## config.mk

```make
export PLATFORM = sky130hd
export DESIGN_NAME = mem_arbiter_flat
export DESIGN_NICKNAME = d
export VERILOG_FILES = /design/src/rtl/rv32i_types.sv /design/src/rtl/mem_arbiter_if.sv /design/src/rtl/mem_arbiter.sv /design/src/flat_wrapper.sv
export SDC_FILE = /design/constraint.sdc
export NUM_CORES = 1
export LEC_CHECK = 0
export ABC_AREA = 1
export CORE_ASPECT_RATIO = 1.1
export CORE_MARGIN = 2
export CORE_UTILIZATION = 33
export DETAILED_ROUTE_END_ITERATION = 6
export PLACE_DENSITY = 0.75
export SYNTH_ARGS = -nofsm -noshare
export SYNTH_HDL_FRONTEND = slang
export SYNTH_SLANG_ARGS = --single-unit
```

## constraint.sdc

```tcl
create_clock -name clk -period 2.4 [get_ports clk]
set_clock_uncertainty 0.1 [all_clocks]
set_input_delay 0.48 -clock clk [delete_from_list [all_inputs] [get_ports clk]]
set_output_delay 0.48 -clock clk [all_outputs]
set_load 0.03 [all_outputs]
```

## src/rtl/rv32i_types.sv

```systemverilog
// Shared types for the instruction/data memory arbiter.
package rv32i_types;

    typedef enum logic {
        StIdle = 1'b0,
        StBusy = 1'b1
    } arb_state_t;

    // The encoding doubles as the priority bit: 1 means data goes first.
    typedef enum logic {
        GRANT_I = 1'b0,
        GRANT_D = 1'b1
    } grant_t;

endpackage

```

## src/rtl/mem_arbiter_if.sv

```systemverilog
// Bundle of the instruction port, data port and downstream memory port.
interface mem_arbiter_if;

    logic [31:0] i_addr;
    logic [3:0]  i_rmask;
    logic [31:0] i_rdata;
    logic        i_resp;

    logic [31:0] d_addr;
    logic [3:0]  d_rmask;
    logic [3:0]  d_wmask;
    logic [31:0] d_wdata;
    logic [31:0] d_rdata;
    logic        d_resp;

    logic [31:0] mem_addr;
    logic [3:0]  mem_rmask;
    logic [3:0]  mem_wmask;
    logic [31:0] mem_wdata;
    logic [31:0] mem_rdata;
    logic        mem_resp;

    // Arbiter side.
    modport slave (
        input  i_addr, i_rmask, d_addr, d_rmask, d_wmask, d_wdata, mem_rdata, mem_resp,
        output i_rdata, i_resp, d_rdata, d_resp, mem_addr, mem_rmask, mem_wmask, mem_wdata
    );

    // Requester and memory side.
    modport master (
        output i_addr, i_rmask, d_addr, d_rmask, d_wmask, d_wdata, mem_rdata, mem_resp,
        input  i_rdata, i_resp, d_rdata, d_resp, mem_addr, mem_rmask, mem_wmask, mem_wdata
    );

endinterface

```

## src/rtl/mem_arbiter.sv

```systemverilog
// Two-requester (instruction/data) arbiter onto one memory port, one transaction in flight,
// round-robin priority between simultaneous requests.
module mem_arbiter
    import rv32i_types::*;
#(
    parameter logic FIRST_PRIO = 1'b1
) (
    input  logic          clk,
    input  logic          rst,
    mem_arbiter_if.slave  bus
);

    arb_state_t  state_q;
    grant_t      grant_q;
    grant_t      prio_q;
    grant_t      grant_sel;
    logic [31:0] addr_q;
    logic [3:0]  rmask_q;
    logic [3:0]  wmask_q;
    logic [31:0] wdata_q;
    logic        i_req;
    logic        d_req;

    assign i_req = bus.i_rmask != 4'h0;
    assign d_req = (bus.d_rmask | bus.d_wmask) != 4'h0;

    always_comb begin
        grant_sel = GRANT_I;
        if (d_req && (!i_req || prio_q == GRANT_D)) begin
            grant_sel = GRANT_D;
        end
    end

    always_ff @(posedge clk or posedge rst) begin
        if (rst) begin
            state_q <= StIdle;
            grant_q <= GRANT_I;
            prio_q  <= grant_t'(FIRST_PRIO);
            addr_q  <= 32'h0;
            rmask_q <= 4'h0;
            wmask_q <= 4'h0;
            wdata_q <= 32'h0;
        end else begin
            unique case (state_q)
                StIdle: begin
                    if (i_req || d_req) begin
                        state_q <= StBusy;
                        grant_q <= grant_sel;
                        if (grant_sel == GRANT_D) begin
                            addr_q  <= bus.d_addr;
                            rmask_q <= bus.d_rmask;
                            wmask_q <= bus.d_wmask;
                            wdata_q <= bus.d_wdata;
                        end else begin
                            addr_q  <= bus.i_addr;
                            rmask_q <= bus.i_rmask;
                            wmask_q <= 4'h0;
                            wdata_q <= 32'h0;
                        end
                    end
                end
                StBusy: begin
                    if (bus.mem_resp) begin
                        state_q <= StIdle;
                        prio_q  <= (grant_q == GRANT_I) ? GRANT_D : GRANT_I;
                        // Masks drop so memory sees no request while idle.
                        rmask_q <= 4'h0;
                        wmask_q <= 4'h0;
                    end
                end
                default: state_q <= StIdle;
            endcase
        end
    end

    assign bus.mem_addr  = addr_q;
    assign bus.mem_rmask = rmask_q;
    assign bus.mem_wmask = wmask_q;
    assign bus.mem_wdata = wdata_q;

    assign bus.i_rdata = bus.mem_rdata;
    assign bus.d_rdata = bus.mem_rdata;
    assign bus.i_resp  = (state_q == StBusy) && (grant_q == GRANT_I) && bus.mem_resp;
    assign bus.d_resp  = (state_q == StBusy) && (grant_q == GRANT_D) && bus.mem_resp;

endmodule

```

## src/flat_wrapper.sv

```systemverilog
// flat-port wrapper written by rule: the top's interface ports become plain ports
module mem_arbiter_flat import rv32i_types::*;
#(
    parameter logic FIRST_PRIO = 1'b1
)
  (clk, rst, bus_i_addr, bus_i_rmask, bus_d_addr, bus_d_rmask, bus_d_wmask, bus_d_wdata, bus_mem_rdata, bus_mem_resp, bus_i_rdata, bus_i_resp, bus_d_rdata, bus_d_resp, bus_mem_addr, bus_mem_rmask, bus_mem_wmask, bus_mem_wdata);
  mem_arbiter_if bus_i ();
  input  logic clk;
  input  logic rst;
  input wire logic [$bits(bus_i.i_addr)-1:0] bus_i_addr;
  input wire logic [$bits(bus_i.i_rmask)-1:0] bus_i_rmask;
  input wire logic [$bits(bus_i.d_addr)-1:0] bus_d_addr;
  input wire logic [$bits(bus_i.d_rmask)-1:0] bus_d_rmask;
  input wire logic [$bits(bus_i.d_wmask)-1:0] bus_d_wmask;
  input wire logic [$bits(bus_i.d_wdata)-1:0] bus_d_wdata;
  input wire logic [$bits(bus_i.mem_rdata)-1:0] bus_mem_rdata;
  input wire logic [$bits(bus_i.mem_resp)-1:0] bus_mem_resp;
  output wire logic [$bits(bus_i.i_rdata)-1:0] bus_i_rdata;
  output wire logic [$bits(bus_i.i_resp)-1:0] bus_i_resp;
  output wire logic [$bits(bus_i.d_rdata)-1:0] bus_d_rdata;
  output wire logic [$bits(bus_i.d_resp)-1:0] bus_d_resp;
  output wire logic [$bits(bus_i.mem_addr)-1:0] bus_mem_addr;
  output wire logic [$bits(bus_i.mem_rmask)-1:0] bus_mem_rmask;
  output wire logic [$bits(bus_i.mem_wmask)-1:0] bus_mem_wmask;
  output wire logic [$bits(bus_i.mem_wdata)-1:0] bus_mem_wdata;
  assign bus_i.i_addr = bus_i_addr;
  assign bus_i.i_rmask = bus_i_rmask;
  assign bus_i.d_addr = bus_d_addr;
  assign bus_i.d_rmask = bus_d_rmask;
  assign bus_i.d_wmask = bus_d_wmask;
  assign bus_i.d_wdata = bus_d_wdata;
  assign bus_i.mem_rdata = bus_mem_rdata;
  assign bus_i.mem_resp = bus_mem_resp;
  assign bus_i_rdata = bus_i.i_rdata;
  assign bus_i_resp = bus_i.i_resp;
  assign bus_d_rdata = bus_i.d_rdata;
  assign bus_d_resp = bus_i.d_resp;
  assign bus_mem_addr = bus_i.mem_addr;
  assign bus_mem_rmask = bus_i.mem_rmask;
  assign bus_mem_wmask = bus_i.mem_wmask;
  assign bus_mem_wdata = bus_i.mem_wdata;
  mem_arbiter #(.FIRST_PRIO(FIRST_PRIO)) u_core (.clk(clk), .rst(rst), .bus(bus_i));
endmodule
```

# Word level (Yosys, flattened, before mapping)
# Cells that the tools add are included.
# op_classes
mux,14
eq_ne,2
n_bitwise,3
n_reduce_logical,13
# ops
operator,count
$mux W32,2
$mux W4,5
$pmux W4 S2,2
$reduce_bool A4 Y1,2
$reduce_and A2 Y1,3
$logic_and A1 B1 Y1,5
$mux W1,4
$or A4 B4 Y4,1
$logic_or A1 B1 Y1,2
$ne A2 B1 Y1 const B,1
$ne A2 B2 Y1 const B,1
$not A1 Y1,2
$pmux W1 S2,1
$logic_not A1 Y1,1
# word_totals
in_bits,143
ff_bits,75

# Logic depth before layout (Yosys ltp)
# Gate-level depths: netlist of the first run.
# depth
depth_word,8
depth_mapped,9
mapped_depth_nobuf,7

# Least setup slack after synthesis of the first run
# OpenSTA, ideal clock, no wires.
# synth_path
path_kind,input-to-output
start,input port bus_mem_resp
end,output port bus_i_resp
t_arrival_ns,1.153
path_slack_ns,0.667
n_path_buf,1
path_stages,3
t_required_ns,1.820
cell_sequence,nand2_1 clkbuf_1 nor2_1
# synth_via
elab_chain_cells,1
# synth_lines
element,line_no,text
from (decl),flat_wrapper.sv:17,input wire logic [$bits(bus_i.mem_resp)-1:0] bus_mem_resp;
$logic_and A1 B1 Y1,mem_arbiter.sv:83,assign bus.i_resp = (state_q == StBusy) && (grant_q == GRANT_I) && bus.mem_resp;
to (decl),flat_wrapper.sv:19,output wire logic [$bits(bus_i.i_resp)-1:0] bus_i_resp;
# Every way passes these cells.

# Worst setup path in the final report of the first run
# layout_path
start,input port bus_i_rmask[0]
end,"register u_core.wdata_q[27], in the netlist u_core.bus.mem_wdata[27]"
# layout_via
elab_chain_cells,6
elab_cells_between_ends,8
classes_between,mux (2); reduce/logical (6)
# layout_lines
element,line_no,text
from (decl),flat_wrapper.sv:11,input wire logic [$bits(bus_i.i_rmask)-1:0] bus_i_rmask;
$reduce_bool A4 Y1 *,mem_arbiter.sv:24,assign i_req = bus.i_rmask != 4'h0;
$logic_not A1 Y1,mem_arbiter.sv:29,if (d_req && (!i_req || prio_q == GRANT_D)) begin
$logic_or A1 B1 Y1,mem_arbiter.sv:29,
$logic_and A1 B1 Y1,mem_arbiter.sv:29,
$mux W1,mem_arbiter.sv:29,
$mux W32,mem_arbiter.sv:49,if (grant_sel == GRANT_D) begin
to (signal assigned),mem_arbiter.sv:53,wdata_q <= bus.d_wdata;
to (decl),mem_arbiter.sv:20,logic [31:0] wdata_q;
# Mark *: on every way between the ends. The rest lies on a longest branch, timed or not.
# A chain may end at the register's enable or synchronous reset.

==> results of run 1 <==
-- path summary, 6_finish.rpt --
check	endpoint	slack, ns	cells past startpoint
setup / recovery	u_core.bus.mem_wdata[27]	0.36	8
hold / removal	u_core.bus.mem_wdata[18]	0.37	2
setup reg to reg	u_core.bus.mem_wdata[27]	0.67	6
hold reg to reg	u_core.bus.mem_wdata[18]	0.37	2
max in group asynchronous	u_core.bus.mem_addr[0]	1.26	3
min in group asynchronous	u_core.bus.mem_addr[3]	0.54	3
-- sequential cells by signal (all words and copies together), names as in the netlist --
name	flops
u_core.bus.mem_wdata	32
u_core.bus.mem_rmask	4
u_core.bus.mem_addr	32
u_core.grant_q	1
u_core.state_q	1
u_core.prio_q	1
u_core.bus.mem_wmask	4
-- power breakdown --
group | leakage (nW) | switching (mW) | internal [mW]
Combinational | 2.00 | 2.65 | 1.69
Clock | 0.146 | 0.492 | 0.855
Sequential | 0.930 | 0.329 | 1.88
-- kinds of logic (layout without fill, tap and decap cells) --
group / count (synthesis) / in the layout / synth area share (%)
AOI/OAI and AO/OA: 5 / 5 / 1.14
buffers and inverters: 166 / 287 / 22.8
DFF: 75 / 75 / 45.0
and+or+nand+nor: 309 / 309 / 31.1
-- cell type report --
type / instances / area, um^2
timing repair buffer: 195 / 1960
inverter: 77 / 293
clock inverter: 2 / 35.0
fill: 1240 / 6520
clock buffer: 13 / 260
sequential: 75 / 1880
multi-input combinational: 314 / 1350
tap: 157 / 196
-- through the flow --
step,utilization [%],std cells
after global routing,47.8,833
after floorplan,-,555
final,47.8,833
after global placement,45.4,818
after detailed placement,45.4,818
after CTS,47.8,833
-- worst max-delay path, cell delays in order --
cell and delay, ns:
clkdlybuf4s50_1 0.42, nor2_1 0.17, nand2_1 0.14, nand2_4 0.09
o21ai_4 0.06, nor2_4 0.59, nand2_1 0.12, nand2_1 0.09
-- layer usage --
| layer | track usage, % | share of wire, % | up-vias |
|---|---|---|---|
| li1 | - | - | 1828 |
| met1 | 20.9 | 41 | 1675 |
| met2 | 30.1 | 49 | 142 |
| met3 | 4.58 | 7.1 | 40 |
| met4 | 6.94 | 3.2 | 0 |
| met5 | 0 | 0 | - |
-- cell usage in the layout, fill, tap and decap left out, drive strengths merged, types with 2 or more instances in the layout --
cell type	instances
buf	13
nand3	80
clkdlybuf4s50	182
inv	76
o21ai	3
clkbuf	13
nor2	10
a21oi	2
and2	2
dfrtp	74
nand2	217
-- Yosys cell counts, types with 3 or more instances --
| cell type | instances | area (um^2) |
|---|---|---|
| buf_2 | 11 | 55.1 |
| inv_1 | 77 | 289 |
| buf_4 | 64 | 480 |
| dfrtp_1 | 74 | 1850 |
| nand2_2 | 3 | 18.8 |
| nand2_1 | 213 | 800 |
| buf_6 | 10 | 113 |
| nand3_1 | 80 | 400 |
| nor2_1 | 6 | 22.5 |
| clkbuf_1 | 4 | 15.0 |
==> flow_summary.yaml, run 1 <==
status:
  status: "completed"
die:
  die_x_um: 111
  ios: 281
  core_um2: 12500
  chipHeight_um: 122
  row_count: 43
  start_util_pct: 33.5
  die_area_um2: 13600
timing:
  worst_pin_slew_ns: 0.783
  timing.final.hold_violations: 0
  period_share_pct: 85.0
  setup_viol: 0
  fin_hold_ws_ns: 0.374
  fmax_ghz: 0.490
  fin_tns_setup_ns: 0
  report.final.slew_viol_count: 0
  grt_setup_unrepaired: "no"
  postLayoutSetupSlackWorst_ns: 0.360
  slew_headroom_pct: 47.6
  period_minus_slack_ns: 2.04
job:
  cap_viol_max_count: 0
clocking:
  clk-insertion-delay-late_ns: 0.32
  path_clk_slew_ns: 0.06
  cts_resized: 0
  cts_setup_buffers: 0
  cts_tree: "done"
  cts-root-buf: "clkbuf_16"
  cts_buffers: 9
  htreeDepth: 3
  clock_sinks: 75
  cts-hold-fix-buffers: 0
  clk_path_buf_depth: 2
routing:
  drc: 0
  vias_per_cell: 4.42
  route.vias.total: 3685
  post_drt_wl_per_cell_um: 13.9
  antenna_left: 0
  finalWirelength_mm: 11.6
  drt_iter0_drc: 220
  drt_first_pass_iters: 4
finish:
  fin_nets: 815
  drive_gt1_share_pct: 5.62
  diodes: 0
  stdcell_area_um2: 5970
  area.growth.synth_to_final_pct: 42.8
hold_path:
  hold_class: "reg -> reg"
  min_from: "u_core.bus.mem_wdata[18]"
synthesis:
  netlist_area_um2: 4180
  synthCells: 555
  post_synth.cell_area_avg_um2: 7.53
  synth_seq_area_share_pct: 45.0
  ys_seq_elements: 75
  synth_edf_count: 0
  yosysWarnings: 0
  synth_nets: 698
  synth_async_sr_flop_share_pct: 100
  synth-main-ff-cell: "dfrtp_1"
  yosysUniqueCellTypes: 19
power:
  p_total_mw: 7.89
  ir_drop_mv: 0.691
  powerDensity_nw_per_um2: 1320
  leakage_nw: 3.07
global_route:
  grt_use_total_pct: 17.4
  antenna_found_initial: 0
  grt_pass1_wl_mm: 18.7
  grt_max_degree: 41
  grt_overflow: 0
  grt_pass1_vias: 3651
place:
  pre_cts_ws_ns: -0.0439
  place.gp.congestion: 0.752
  portBuffers: 184
  dp_hpwl_mm: 8.31
  post_dp_cell_area_um2: 5670
critical_path:
  end_kind: "flop"
  crit_arrival_ns: 2.20
  critPathKind: "in -> reg"
  startpoint: "bus_i_rmask[0]"
  path_max_fanout: 36
  cp-start-kind: "primary input"
  cp.required_ns: 2.56
  r2r-start: "u_core.prio_q"
(Power assumes the default switching activity.)
==> inputs of run 2 (changes only) <==
Clock period 2.4 ns to 1.79 ns, I/O delays scaled along.
==> run 2 against run 1 <==
Net effect:
- non-clock buffer count increased by 20
- die area did not move
- clock power up 53%
- hold slack lost 0.046 ns
- routed wire length grew 8.1%
- utilization rose by 2.1 points
- sequential share of layout area is 1.3 points lower
- sequential power is 32% higher
- critical path depth is the same
- global-route usage hardly changed
- cell count is 2.6% higher
- register-to-register slack worse by 0.60 ns
- critical path type unchanged
- critical endpoint is now u_core.bus.mem_wdata[26]
- highest routed layer unchanged
==> flow_summary.yaml, run 2 (synthesis results as in run 1) <==
job:
  cap_viol_max_count: 0
routing:
  drc: 0
  post_drt_wl_per_cell_um: 14.7
  finalWirelength_mm: 12.5
  route.vias.total: 3822
  vias_per_cell: 4.47
  drt_first_pass_iters: 4
  drt_iter0_drc: 232
  antenna_left: 0
timing:
  fin_hold_ws_ns: 0.328
  period_minus_slack_ns: 1.75
  report.final.slew_viol_count: 0
  setup_viol: 0
  worst_pin_slew_ns: 0.533
  slew_headroom_pct: 64.4
  fmax_ghz: 0.571
  timing.final.hold_violations: 0
  period_share_pct: 97.8
  fin_tns_setup_ns: 0
global_route:
  grt_max_degree: 41
  grt_pass1_wl_mm: 18.6
  grt_pass1_vias: 3715
  grt_overflow: 0
  grt_use_total_pct: 17.4
  antenna_found_initial: 0
critical_path:
  worstPathCellList: "clkdlybuf4s50_1, nor2_2, nand2_2, o21ai_4, buf_12, nor2_4, nand2_1, nand2_1"
  crit_top_cell: "nand2_1"
  end_kind: "flop"
  slowest_delay_ns: 0.51
  crit_slowest_cell: "clkdlybuf4s50_1"
  cp.required_ns: 1.96
  cp-start-kind: "primary input"
  crit_arrival_ns: 1.92
  path_max_fanout: 18
  critPathKind: "in -> reg"
die:
  die_x_um: 111
  ios: 281
  start_util_pct: 33.5
  core_um2: 12500
  die_area_um2: 13600
  row_count: 43
  chipHeight_um: 122
finish:
  fillers: 1239
  area.growth.synth_to_final_pct: 49.2
  register_area_um2: 1880
  drive_gt1_share_pct: 9.46
  mostFrequentLayoutCells: "nand2_1, clkdlybuf4s50_1, nand3_1"
  stdcell_area_um2: 6230
  stdcell_count: 855
  diodes: 0
  layout_commonest_cell: "nand2_1"
  multi_input_comb_area_um2: 1390
  fin_nets: 836
clocking:
  clk_path_buf_depth: 2
  clk-insertion-delay-late_ns: 0.33
  path_clk_slew_ns: 0.06
  cts-root-buf: "clkbuf_16"
  cts_tree: "done"
  cts_buffers: 9
  cts-hold-fix-buffers: 0
  clock_sinks: 75
  htreeDepth: 3
place:
  portBuffers: 184
  post_dp_cell_area_um2: 5810
  place.gp.congestion: 0.757
  dp_hpwl_mm: 8.50
  dp.cells: 831
power:
  leakage_nw: 3.45
  ir_drop_mv: 0.795
  powerDensity_nw_per_um2: 1740
hold_path:
  hold_class: "in -> reg"
status:
  status: "completed"
## run 2: changes by cell type in the layout (fill, tap and decap cells not counted), moves of 3 or more
cell / change
nor2_1: -4
clkbuf_16: +3
buf_4: +10
dlygate4sd2_1: +76
clkdlybuf4s50_1: -79
nor2_2: +4
buf_12: +5
dlymetal6s2s_1: +3
## run 2: final cells by class
class | count | share of cell area (%)
clock buffer | 12 | 3.79
clock inverter | 4 | 1.59
inverter | 77 | 4.70
multi-input combinational | 315 | 22.3
sequential | 75 | 30.1
tap | 157 | 3.15
timing repair buffer | 215 | 34.4
## run 2: worst max-delay path: cells and delay by family
family / cells / cell delay (ns)
and+or+nand+nor: 5 / 0.81
buffers and inverters: 2 / 0.65
AOI/OAI and AO/OA: 1 / 0.10
## run 2: final timing paths
path | end | start | cells past startpoint | slack, ns
setup / recovery | u_core.bus.mem_wdata[26] | bus_d_wmask[0] | 8 | 0.04
max in group asynchronous | u_core.prio_q | rst | 3 | 0.99
hold / removal | u_core.bus.mem_wmask[2] | bus_d_wmask[2] | 4 | 0.33
hold reg to reg | u_core.bus.mem_addr[28] | u_core.bus.mem_addr[28] | 2 | 0.37
setup reg to reg | u_core.bus.mem_wdata[26] | u_core.prio_q | 7 | 0.07
min in group asynchronous | u_core.bus.mem_wdata[23] | rst | 3 | 0.35
## run 2: per-layer routing
| layer | GRT usage [%] | share of wire (%) |
|---|---|---|
| met1 | 20.4 | 41 |
| met2 | 29.8 | 49 |
| met3 | 4.73 | 6.6 |
| met4 | 8.56 | 3.5 |
| met5 | 0 | 0 |
## run 2: where the power goes
| part | total, mW | leakage [nW] | internal, mW | switching (mW) |
|---|---|---|---|---|
| registers | 2.92 | 0.929 | 2.52 | 0.401 |
| clock network | 2.06 | 0.161 | 1.37 | 0.697 |
| logic | 5.84 | 2.36 | 2.07 | 3.77 |
## run 2: what timing repair did
| action | in CTS | in global routing |
|---|---|---|
| gates resized for setup | 80 | 13 |
| pin swaps | 10 | 5 |
| endpoints found under the setup margin | 144 | 74 |
| buffers inserted | 0 | 3 |
| cloned | 0 | 5 |
## run 2: through the flow
step / worst slack (ns) / power (mW) / utilization (%)
floorplan: 0.185 / 6.78 / -
detailed placement: -0.502 / 8.95 / 46.5
global placement: -0.469 / 8.84 / 46.5
finish: 0.0397 / 10.8 / 49.9
CTS: -0.0467 / 10.5 / 48.5
global route: -0.0204 / 11.5 / 49.9
==> patch 1: new RTL, config.mk and constraints of run 1 <==
`FIRST_PRIO` is set to 1'b1 in 2 places; all go to 1'b0.
--- a/src/rtl/mem_arbiter.sv
+++ b/src/rtl/mem_arbiter.sv
@@ -4,5 +4,5 @@
     import rv32i_types::*;
 #(
-    parameter logic FIRST_PRIO = 1'b1
+    parameter logic FIRST_PRIO = 1'b0
 ) (
     input  logic          clk,
--- a/src/flat_wrapper.sv
+++ b/src/flat_wrapper.sv
@@ -2,5 +2,5 @@
 module mem_arbiter_flat import rv32i_types::*;
 #(
-    parameter logic FIRST_PRIO = 1'b1
+    parameter logic FIRST_PRIO = 1'b0
 )
   (clk, rst, bus_i_addr, bus_i_rmask, bus_d_addr, bus_d_rmask, bus_d_wmask, bus_d_wdata, bus_mem_rdata, bus_mem_resp, bus_i_rdata, bus_i_resp, bus_d_rdata, bus_d_resp, bus_mem_addr, bus_mem_rmask, bus_mem_wmask, bus_mem_wdata);
Formal check against the unedited RTL: not equivalent (a bounded check fails within 4 cycles, from zero or initial values and one cycle with rst high).
==> patch 1 against run 1 <==
Critical path depth stayed put. Final area increased by 1.1%. Die area about the same. Total power up 4.4%. Cell count is 0.12% lower. Setup slack barely moved. Sequential cell count did not move. Clock power grew 24%. Wire length grew 1.7%. Area after synthesis hardly changed. Critical endpoint is now u_core.bus.mem_wdata[21]$_DFFE_PP0P_. Largest power group unchanged.
==> patch 1: results (changes against run 1) <==
----------------------------------------------------
[Setup path]
  Worst path max stage delay ... 0.63 ns (+0.04 ns)
  End point of the critical path ... u_core.bus.mem_wdata[21]$_DFFE_PP0P_
  Worst setup path startpoint ... bus_i_rmask[3]
  Reg2Reg Setup Slack ... 0.83 ns (+0.16 ns)
  Worst R2R Start ... u_core.prio_q$_DFFE_PP0P_

[Detailed routing]
  Via count of the routed design ... 3654 (-0.84%)
  DRT Wirelength ... 11.8 mm (+1.7%)
  Initial detailed-routing violation count ... 195 (-11%)

[Yosys]
  Yosys warning total ... 0 (unchanged)
  Sequential share of the synthesized area ... 44.9% (about the same)
  Count of flip-flops with a built-in enable after synthesis ... 0 (unchanged)
  Most used flip-flop cell after synthesis ... sky130_fd_sc_hd__dfrtp_1
  Post-Syn Nets ... 698 (unchanged)
  Netlist cell types ... 18 (-1)
  Top cells by area in the synthesized netlist ... sky130_fd_sc_hd__dfrtp_1 (45%), sky130_fd_sc_hd__nand2_1 (19%), sky130_fd_sc_hd__buf_4 (12%)
  Adder and majority gate portion of the synthesized area ... 0% (unchanged)
  Multiplexer share of the synthesized area ... 0% (unchanged)
  Top cell types by occurrence after synthesis ... sky130_fd_sc_hd__nand2_1 (213), sky130_fd_sc_hd__nand3_1 (80), sky130_fd_sc_hd__inv_1 (77)

[Worst hold path]
  WHS Endpoint ... u_core.bus.mem_wdata[30]$_DFFE_PP0P_
  Worst hold path cell count ... 2 (unchanged)
  Hold path start ... u_core.bus.mem_wdata[30]$_DFFE_PP0P_

[Placed design]
  Estimated wirelength of the detail-placed design ... 8.15 mm (-1.9%)
  Placement-stage cell area ... 5670 um2 (about the same)
  Final estimated routing congestion in global placement ... 0.735 (-2.2%)

[STA]
  Share of the cycle needed by the critical path after routing ... 85.0% (about the same)
  Slew headroom ... 44.5% (-3.2 points)
  Final Hold Slack ... 0.377 ns (+0.00246 ns)

[Layout]
  Fraction of final layout cells with drive strength greater than 1 ... 5.48% (-0.14 points)
  Footprint of the flip-flops and latches ... 1880 um2 (about the same)
  Number of fill cells in the layout ... 1238 (-0.16%)
  Number of nets at the end of the flow ... 813 (-0.25%)

[CTS]
  Clock Root Buffer ... sky130_fd_sc_hd__clkbuf_16
  Worst skew pair latency ... 0.34 ns (+0.02 ns)
  Number of buffers inserted during clock tree synthesis ... 9 (unchanged)
  Clock slew seen by the registers of the worst setup and hold paths ... 0.06 ns (about the same)

[Run status]
  Status ... finished clean

[Global routing]
  Wire length of the first global-routing pass ... 18.9 mm (+0.92%)
  Overall fraction of global-route tracks in use ... 17.8% (+0.30 points)
  Pin count of the biggest net entering global routing ... 44 (+7.3%)

[Pwr]
  IR drop worst, VDD ... 0.628 mV (-9.1%)
  Static Leakage ... 3.10 nW (+0.75%)

----------------------------------------------------
[patch 1: cell types whose count changed in the layout (fill, tap and decap cells not counted), sizes merged]
cell,change
inv,+1
clkbuf,-3
buf,-2
dfstp,-1
clkinvlp,+1
bufinv,+3
clkinv,-1
dfrtp,+1
[patch 1: power breakdown]
group	switching, mW	internal (mW)	total, mW
sequential	0.334	1.87	2.21
combinational	2.66	1.70	4.36
clock	0.550	1.13	1.68
[patch 1: worst min-delay path, stage by stage, from the launching register on]
cell and delay, ns:
sky130_fd_sc_hd__dfrtp_1 0.34, sky130_fd_sc_hd__nand2_1 0.05, sky130_fd_sc_hd__nand2_1 0.05
[patch 1: cell type report]
| cell class | count | share of cell area (%) |
|---|---|---|
| Timing Repair Buffer | 193 | 32.4 |
| Sequential cell | 75 | 31.1 |
| Multi-Input combinational cell | 314 | 22.3 |
| Inverter | 77 | 4.85 |
| Clock buffer | 10 | 3.80 |
| Tap cell | 157 | 3.26 |
| Clock inverter | 6 | 2.26 |
[patch 1: metrics by stage]
stage	setup TNS, ns	std cells
global placement	0	816
detailed placement	-0.0189	816
floorplan	0	555
global route	0	832
CTS	0	832
finish	0	832
[patch 1: metal layers]
metal,up-vias,track usage (%),routed length (um)
li1,1834,-,-
met1,1651,21.4,5110
met2,128,30.0,5630
met3,41,3.98,686
met4,0,8.95,371
met5,-,0,0
[patch 1: cells by family (layout without fill, tap and decap cells)]
| logic type | after synthesis | after routing |
|---|---|---|
| and+or+nand+nor | 309 | 309 |
| DFF | 75 | 75 |
| buffers and inverters | 166 | 286 |
| AOI/OAI and AO/OA | 5 | 5 |
==> patch 2: new RTL, flow settings as in run 1 <==
Without the edit above. Reset style: synchronous (`rst`), changed in one clocked block.
--- a/src/rtl/mem_arbiter.sv
+++ b/src/rtl/mem_arbiter.sv
@@ -32,5 +32,5 @@
     end
 
-    always_ff @(posedge clk or posedge rst) begin
+    always_ff @(posedge clk) begin
         if (rst) begin
             state_q <= StIdle;
Formal check against the unedited RTL: differs if rst is asserted again (counterexample within 4 cycles, from zero or initial values and one cycle with rst high); with rst held inactive, the same outputs for 10 cycles.
==> patch 2 against run 1 <==
Sequential share of layout area fell by 4.4 points. Setup slack got worse by 0.021 ns. Cell count fell by 1.1%. Sequential cell count did not move. Critical endpoint is now u_core.bus.mem_wdata[31]$_SDFFE_PP0P_. Area after synthesis fell by 9.8%. Final area fell by 7.0%. Wire length fell by 4.7%. Critical path depth did not move.
Power is not compared: it rests on default switching activity, and its combinational part moved more than twofold at a synthesized area within 25%.
==> patch 2: results (changes against run 1) <==
----------------------------------------------------
[Run status]
  Status ... finished clean

[Placed design]
  Final estimated routing congestion in global placement ... 0.820 (+9.0%)
  Estimated wirelength of the detail-placed design ... 8.06 mm (-3.0%)
  Dpl ws ... -0.00135 ns (+0.0426 ns)

[Detailed routing]
  Post-detailed-route via-to-cell ratio ... 4.58 (+3.5%)
  Post-detailed-route wirelength per cell ... 13.4 um (-3.7%)
  Initial detailed-routing violation count ... 203 (-7.7%)

[Yosys]
  Top cells by area in the synthesized netlist ... sky130_fd_sc_hd__dfxtp_1 (40%), sky130_fd_sc_hd__nand2_1 (14%), sky130_fd_sc_hd__buf_4 (14%)
  Top cell types by occurrence after synthesis ... sky130_fd_sc_hd__nand2_1 (142), sky130_fd_sc_hd__nor2_1 (106), sky130_fd_sc_hd__dfxtp_1 (75)
  Sequential share of the synthesized area ... 39.8% (-5.1 points)
  Netlist cell types ... 17 (-2)
  Post-Syn Nets ... 705 (+1.0%)
  Most used flip-flop cell after synthesis ... sky130_fd_sc_hd__dfxtp_1
  Post-synth ARST share ... 0% (-100 points)

[Layout]
  Fraction of final layout cells with drive strength greater than 1 ... 4.73% (-0.89 points)

[STA]
  Max Clock Freq ... 485 MHz (-1.0%)
  Slew headroom ... 47.2% (-0.45 points)

[Global routing]
  Vias in the first global route ... 3597 (-1.5%)
  Wire length of the first global-routing pass ... 17.0 mm (-9.1%)
  Overall fraction of global-route tracks in use ... 17.2% (-0.24 points)
  Pin count of the biggest net entering global routing ... 69 (+68%)

[Setup path]
  Worst R2R Start ... u_core.prio_q$_SDFFE_PP1P_
  Crit-path max FO ... 37 (+2.8%)
  Reg2Reg Setup Slack ... 0.76 ns (+0.09 ns)
  R2r endpoint ... u_core.bus.mem_wdata[31]$_SDFFE_PP0P_
  Data arrival time of the worst path ... 2.22 ns (+0.02 ns)

[CTS]
  Clock slew seen by the registers of the worst setup and hold paths ... 0.06 ns (about the same)
  # Post-CTS Setup Buffers ... 0 (unchanged)
  Worst skew pair latency ... 0.33 ns

[Worst hold path]
  Hold path start ... u_core.bus.mem_wdata[19]$_SDFFE_PP0P_

[Pwr]
  IR drop worst, VDD ... 0.404 mV

----------------------------------------------------
patch 2: cell types whose count changed after synthesis, sizes merged, moves of 41 or more:
cell   before  now
nand2     217  144
nand3      80   16
dfxtp       0   75
dfrtp      74    0
a21oi       2   43
nor2       10  107
patch 2: worst min-delay path by stage:
stage | end | slack (ns) | cells after the start
floorplan | u_core.prio_q$_SDFFE_PP1P_ | 0.34 | 2
global placement | u_core.bus.mem_wdata[4]$_SDFFE_PP0P_ | 0.35 | 2
detailed placement | u_core.bus.mem_wdata[9]$_SDFFE_PP0P_ | 0.36 | 2
CTS | u_core.bus.mem_wdata[19]$_SDFFE_PP0P_ | 0.36 | 2
global route | u_core.bus.mem_wdata[11]$_SDFFE_PP0P_ | 0.38 | 2
finish | u_core.bus.mem_wdata[19]$_SDFFE_PP0P_ | 0.36 | 2
patch 2: cell families after synthesis:
| family | after synthesis | share of synthesized area [%] |
|---|---|---|
| and+or+nand+nor | 269 | 27.8 |
| buffers and inverters | 140 | 21.6 |
| AOI/OAI and AO/OA | 78 | 10.8 |
| DFF | 75 | 39.8 |
patch 2: cell type report:
type                    instances  area (um2)
clock buffers                   9         225
clock inverters                 7        58.8
fillers                      1039        5460
inverters                      46         173
multi-input cells             347        1460
flip-flops and latches         75        1500
well taps                     147         184
repair buffers                193        1940
patch 2: per-stage QoR:
stage	area [um2]	instances	utilization, %	setup TNS [ns]	total power [mW]
after floorplan	3770	562	-	0	2.08
after global placement	5260	808	47.8	0	2.31
after detailed placement	5260	808	47.8	-0.00135	2.32
after CTS	5550	824	50.4	0	3.64
after global routing	5550	824	50.4	0	3.76
final	5550	824	50.4	0	3.59
patch 2: metal layers:
layer / global-route usage [%] / share of wire (%)
met5: 0 / 0
met4: 6.49 / 1.7
met3: 8.26 / 13
met2: 29.7 / 47
met1: 18.4 / 39
patch 2: worst max-delay path, stage by stage:
cell,delay [ns]
sky130_fd_sc_hd__clkdlybuf4s50_1,0.43
sky130_fd_sc_hd__nor2_1,0.12
sky130_fd_sc_hd__nand2_1,0.09
sky130_fd_sc_hd__nand2_2,0.10
sky130_fd_sc_hd__o21ai_4,0.08
sky130_fd_sc_hd__nor2_4,0.61
sky130_fd_sc_hd__nand2_1,0.13
sky130_fd_sc_hd__a21oi_1,0.18
patch 2: power groups by stage:
stage	sequential [mW]	combinational [mW]	clock, mW
after global routing	1.41	0.970	1.38
after floorplan	1.60	0.474	0
final	1.39	0.898	1.29
after CTS	1.39	0.906	1.34
after global placement	1.42	0.888	0
after detailed placement	1.42	0.901	0
